<file path="src/rtl/chunked_serial_adder.sv">
// ============================================================================
//  Module   : chunked_serial_adder
//  Purpose  : Adds two WIDTH-bit operands plus carry-in, CHUNK bits per clock,
//             through a registered inter-chunk carry; start/done handshake.
//  Revision : 1.0  initial release
// ============================================================================
`default_nettype none

module chunked_serial_adder #(
  parameter int WIDTH = 16,
  parameter int CHUNK = 4
) (
  input  logic             clk,
  input  logic             rst,
  input  logic             start,
  input  logic [WIDTH-1:0] a,
  input  logic [WIDTH-1:0] b,
  input  logic             cin,
  output logic             ready,
  output logic             busy,
  output logic             done,
  output logic [WIDTH-1:0] sum,
  output logic             cout,
  output logic             overflow
);

  generate
    if (WIDTH < 1 || CHUNK < 1 || CHUNK > WIDTH || (WIDTH % CHUNK) != 0) begin : g_bad_params
      $error("chunked_serial_adder: illegal WIDTH/CHUNK combination");
    end
  endgenerate

  localparam int NCH = WIDTH / CHUNK;
  localparam int CW  = (NCH > 1) ? $clog2(NCH) : 1;
  localparam logic [CW-1:0] LAST = CW'(NCH - 1);

  typedef enum logic [1:0] {
    IDLE = 2'd0,
    RUN  = 2'd1,
    DONE = 2'd2
  } state_t;

  state_t state, state_next;

  logic [WIDTH-1:0] a_sh;
  logic [WIDTH-1:0] b_sh;
  logic [WIDTH-1:0] res_sh;
  logic             carry;
  logic [CW-1:0]    cnt;
  logic             a_msb;
  logic             b_msb;

  logic             accept;
  logic             last;
  logic [CHUNK:0]   chunk_sum;
  logic [WIDTH-1:0] res_next;

  assign chunk_sum = {1'b0, a_sh[CHUNK-1:0]}
                   + {1'b0, b_sh[CHUNK-1:0]}
                   + {{CHUNK{1'b0}}, carry};

  // Each chunk result enters at the top, so after NCH shifts the first chunk
  // sits in the least-significant position.
  assign res_next = (res_sh >> CHUNK)
                  | (WIDTH'(chunk_sum[CHUNK-1:0]) << (WIDTH - CHUNK));

  assign last   = (cnt == LAST);
  assign accept = ready & start;

  always_ff @(posedge clk or posedge rst) begin
    if (rst) begin
      state <= IDLE;
    end else begin
      state <= state_next;
    end
  end

  always_comb begin
    state_next = state;
    ready      = 1'b0;
    busy       = 1'b0;
    done       = 1'b0;
    case (state)
      IDLE: begin
        ready = 1'b1;
        if (start) begin
          state_next = RUN;
        end
      end
      RUN: begin
        busy = 1'b1;
        if (last) begin
          state_next = DONE;
        end
      end
      DONE: begin
        ready      = 1'b1;
        done       = 1'b1;
        state_next = start ? RUN : IDLE;
      end
      default: begin
        state_next = IDLE;
      end
    endcase
  end

  always_ff @(posedge clk or posedge rst) begin
    if (rst) begin
      a_sh     <= '0;
      b_sh     <= '0;
      res_sh   <= '0;
      carry    <= 1'b0;
      cnt      <= '0;
      a_msb    <= 1'b0;
      b_msb    <= 1'b0;
      sum      <= '0;
      cout     <= 1'b0;
      overflow <= 1'b0;
    end else if (accept) begin
      a_sh   <= a;
      b_sh   <= b;
      res_sh <= '0;
      carry  <= cin;
      cnt    <= '0;
      a_msb  <= a[WIDTH-1];
      b_msb  <= b[WIDTH-1];
    end else if (state == RUN) begin
      a_sh   <= a_sh >> CHUNK;
      b_sh   <= b_sh >> CHUNK;
      res_sh <= res_next;
      carry  <= chunk_sum[CHUNK];
      cnt    <= cnt + 1'b1;
      if (last) begin
        sum      <= res_next;
        cout     <= chunk_sum[CHUNK];
        overflow <= (a_msb == b_msb) && (res_next[WIDTH-1] != a_msb);
      end
    end
  end

endmodule

`default_nettype wire

</file>
<file path="config.mk">
export PLATFORM = sky130hd
export DESIGN_NAME = chunked_serial_adder
export DESIGN_NICKNAME = d
export VERILOG_FILES = /design/src/rtl/chunked_serial_adder.sv
export SDC_FILE = /design/constraint.sdc
export NUM_CORES = 1
export LEC_CHECK = 0
export ABC_AREA = 0
export CORE_ASPECT_RATIO = 1.25
export CORE_UTILIZATION = 40
export DETAILED_ROUTE_END_ITERATION = 6
export HOLD_SLACK_MARGIN = 0.06
export MAX_ROUTING_LAYER = met4
export RECOVER_POWER = 100
export SLEW_MARGIN = 20
export SYNTH_ARGS = -nofsm -noshare
export SYNTH_HDL_FRONTEND = slang
export SYNTH_SLANG_ARGS = --single-unit
</file>
<file path="constraint.sdc">
create_clock -name clk -period 3.9 [get_ports clk]
set_input_delay 0.585 -clock clk [delete_from_list [all_inputs] [get_ports clk]]
set_output_delay 0.585 -clock clk [all_outputs]
set_load 0.01 [all_outputs]
</file>
==> flow_metrics.py <==
metrics = {
    "cts": {
        "clock_sinks": 69,
        "cts_root_buffer": "clkbuf_8",
        "htree_levels": 3,
        "cts_tree": "done",
        "clk_pin_slew_ps": 70,
        "cts_setup_buffers": 0,
        "clk_latency_ps": 340,
        "cts_buffer_depth": 2,
        "postCtsHoldBufs": 0,
        "cts-resized-gates": 0,
        "cts_buffers": 9,
    },
    "global_routing": {
        "grt_max_degree": 48,
        "grt_usage_pct": 17.1,
        "first_global_vias": 1927,
        "antenna_found_initial": 0,
        "grt_pass1_wl_mm": 9.36,
        "overflow": 0,
    },
    "finish": {
        "fillers": 655,
        "fin_area_sq_um": 3630,
        "nets": 332,
        "mostFrequentLayoutCell": "dfrtp_1",
        "syn_to_final_growth_pct": 26.8,
        "ff_latch_area_sq_um": 1730,
        "final_cell_mix": "dfrtp_1, nand2_1, clkdlybuf4s50_1, a22oi_1, dlygate4sd3_1",
        "multi_input_area_sq_um": 995,
        "drive_gt1_share_pct": 11.9,
        "diodes": 0,
    },
    "sta": {
        "timing.setup.tns_ps": 0,
        "maxSlewViolCount": 85,
        "fmax_ghz": 0.366,
        "rsz0062_at_grt": "no",
        "setup_slack_ps": 1170,
        "skew_ps": 8.17,
        "period_share_pct": 70.0,
        "tightest_slew_ps": 1840,
        "finalHoldViolCount": 0,
        "slew-limit-headroom_pct": -23.0,
        "setup_viol": 0,
        "min_period_ps": 2730,
    },
    "routing": {
        "vias": 1951,
        "ant_nets": 0,
        "first_pass_iters": 4,
        "vias_per_cell": 5.07,
        "drtIter0Drc": 76,
        "drcViolationCount": 0,
        "routed_wl_mm": 5.56,
        "wl_per_cell_um": 14.4,
    },
    "die": {
        "start_util_pct": 41.2,
        "boundaryPins": 57,
        "core_area_sq_um": 6930,
        "die-area_sq_um": 7490,
        "fp-row-count": 34,
        "die_h_um": 96.5,
        "die_x_um": 77.6,
    },
    "power": {
        "peakVddDrop_mv": 0.306,
        "power.leakage_nw": 1.71,
        "cellPowerDensity_nw_per_um2": 815,
    },
    "critical_path": {
        "cp_data_required_time_ps": 4120,
        "end_kind": "flip-flop",
        "slowest_stage": "clkbuf_1",
        "crit_path_start": "start",
        "crit_type": "input pin to flip-flop",
        "critPathLaunchType": "input pin",
        "path_cells": "dlygate4sd3_1, nor2b_1, clkbuf_1, mux2_2",
        "arrival_ps": 2950,
        "r2r_start": "state[0]$_DFFE_PP0P_",
        "max_stage_delay_ps": 1200,
        "path_max_fanout": 36,
        "r2r_cells": 5,
    },
    "logic_synthesis": {
        "synth-edff-count": 0,
        "ys_top_cells_by_area": "dfrtp_1, nand2_1, a22oi_1, mux2_2, a22o_1",
        "syn_area_sq_um": 2860,
        "ys_warn_count": 0,
        "async_flop_share_pct": 100,
        "yosysTopAreaCellShare_pct": 60.4,
        "ys_ff_latch": 69,
        "yosysSeqAreaShare_pct": 60.4,
        "synth_cell_types": 31,
        "synth_cells": 234,
        "syn_area_per_cell_sq_um": 12.2,
        "ys.flop_type": "dfrtp_1",
        "synth_fp_nets": 276,
        "synth_largest_area_cell": "dfrtp_1",
    },
    "worst_hold_path": {
        "min_path_cells": 2,
        "holdCritStartpoint": "b_sh[6]$_DFFE_PP0P_",
        "hold_class": "flip-flop to flip-flop",
    },
    "outcome": {
        "outcome": "complete, but fails checks",
        "failed_checks": "max-capacitance violations, max-slew violations",
    },
    "place": {
        "place_ws_ps": 1530,
        "port_buffers": 56,
        "gp_congestion": 0.712,
        "dp_hpwl_mm": 3.64,
        "place_area_sq_um": 3460,
    },
    "flow_run": {
        "maxCapViolations": 2,
    },
}
[critical path: cells and delay by family]
kind | cells | cell delay, ps
mux | 1 | 440
buf+inv | 2 | 1710
simple gates | 1 | 190
[path summary, 6_finish.rpt]
check,to,slack [ps]
max in group asynchronous,b_sh[3]$_DFFE_PP0P_,1320
setup / recovery,b_msb$_DFFE_PP0P_,1170
hold reg to reg,b_sh[6]$_DFFE_PP0P_,480
hold / removal,b_sh[6]$_DFFE_PP0P_,480
setup reg to reg,carry$_DFFE_PP0P_,1190
min in group asynchronous,sum[0]$_DFFE_PP0P_,1000
[per-stage QoR]
step	cells	utilization (%)	hold WS [ps]	power, mW
after floorplan	234	-	445	2.10
after global placement	369	49.9	460	2.44
after detailed placement	369	49.9	463	2.48
after CTS	385	52.7	481	3.06
after global routing	385	52.3	504	3.18
final	385	52.3	476	2.96
[state kept, by name (all words and copies together), names as in the netlist]
| register | flops |
|---|---|
| a_sh | 16 |
| b_sh | 16 |
| sum | 16 |
| res_sh | 12 |
| cnt | 2 |
| state | 2 |
| a_msb | 1 |
| b_msb | 1 |
| carry | 1 |
| cout | 1 |
| overflow | 1 |
[power by group]
| part | total [mW] | internal [mW] | switching, mW | leakage [nW] |
|---|---|---|---|---|
| combinational | 1.16 | 0.554 | 0.607 | 0.746 |
| clock | 0.577 | 0.297 | 0.280 | 0.0918 |
| sequential | 1.22 | 1.03 | 0.184 | 0.874 |
| total | 2.96 | 1.89 | 1.07 | 1.71 |
[cells by family after synthesis]
logic type	after synthesis	share of synthesized area [%]
compound gates	58	15.3
xor+xnor	2	0.613
fa+ha+maj	6	3.15
buf+inv	18	4.16
flops	69	60.4
mux	16	6.30
simple gates	65	10.1
[routing by layer]
metal / vias up / track usage (%) / wire, um
met2: 44 / 27.1 / 2730
li1: 950 / - / -
met3: 9 / 2.91 / 182
met4: 0 / 9.43 / 105
met5: - / - / 0
met1: 948 / 21.0 / 2540
[synthesized netlist by cell type (all sizes together), types with 2 or more instances]
cell type / n
buf: 13
a22oi: 25
a21o: 2
dfrtp: 69
o21ai: 7
nand2: 56
inv: 4
mux2: 16
ha: 4
fa: 2
a21oi: 2
nand3: 2
a22o: 19
[layout make-up]
cell class | instances | share of cell area (%)
Clock buffer | 9 | 3.42
Sequential cell | 69 | 47.6
Timing Repair Buffer | 59 | 15.9
Tap cell | 90 | 3.11
Clock inverter | 7 | 2.07
Multi-Input combinational cell | 147 | 27.4
Inverter | 4 | 0.483
No activity file was read; power rests on OpenSTA's default activity.
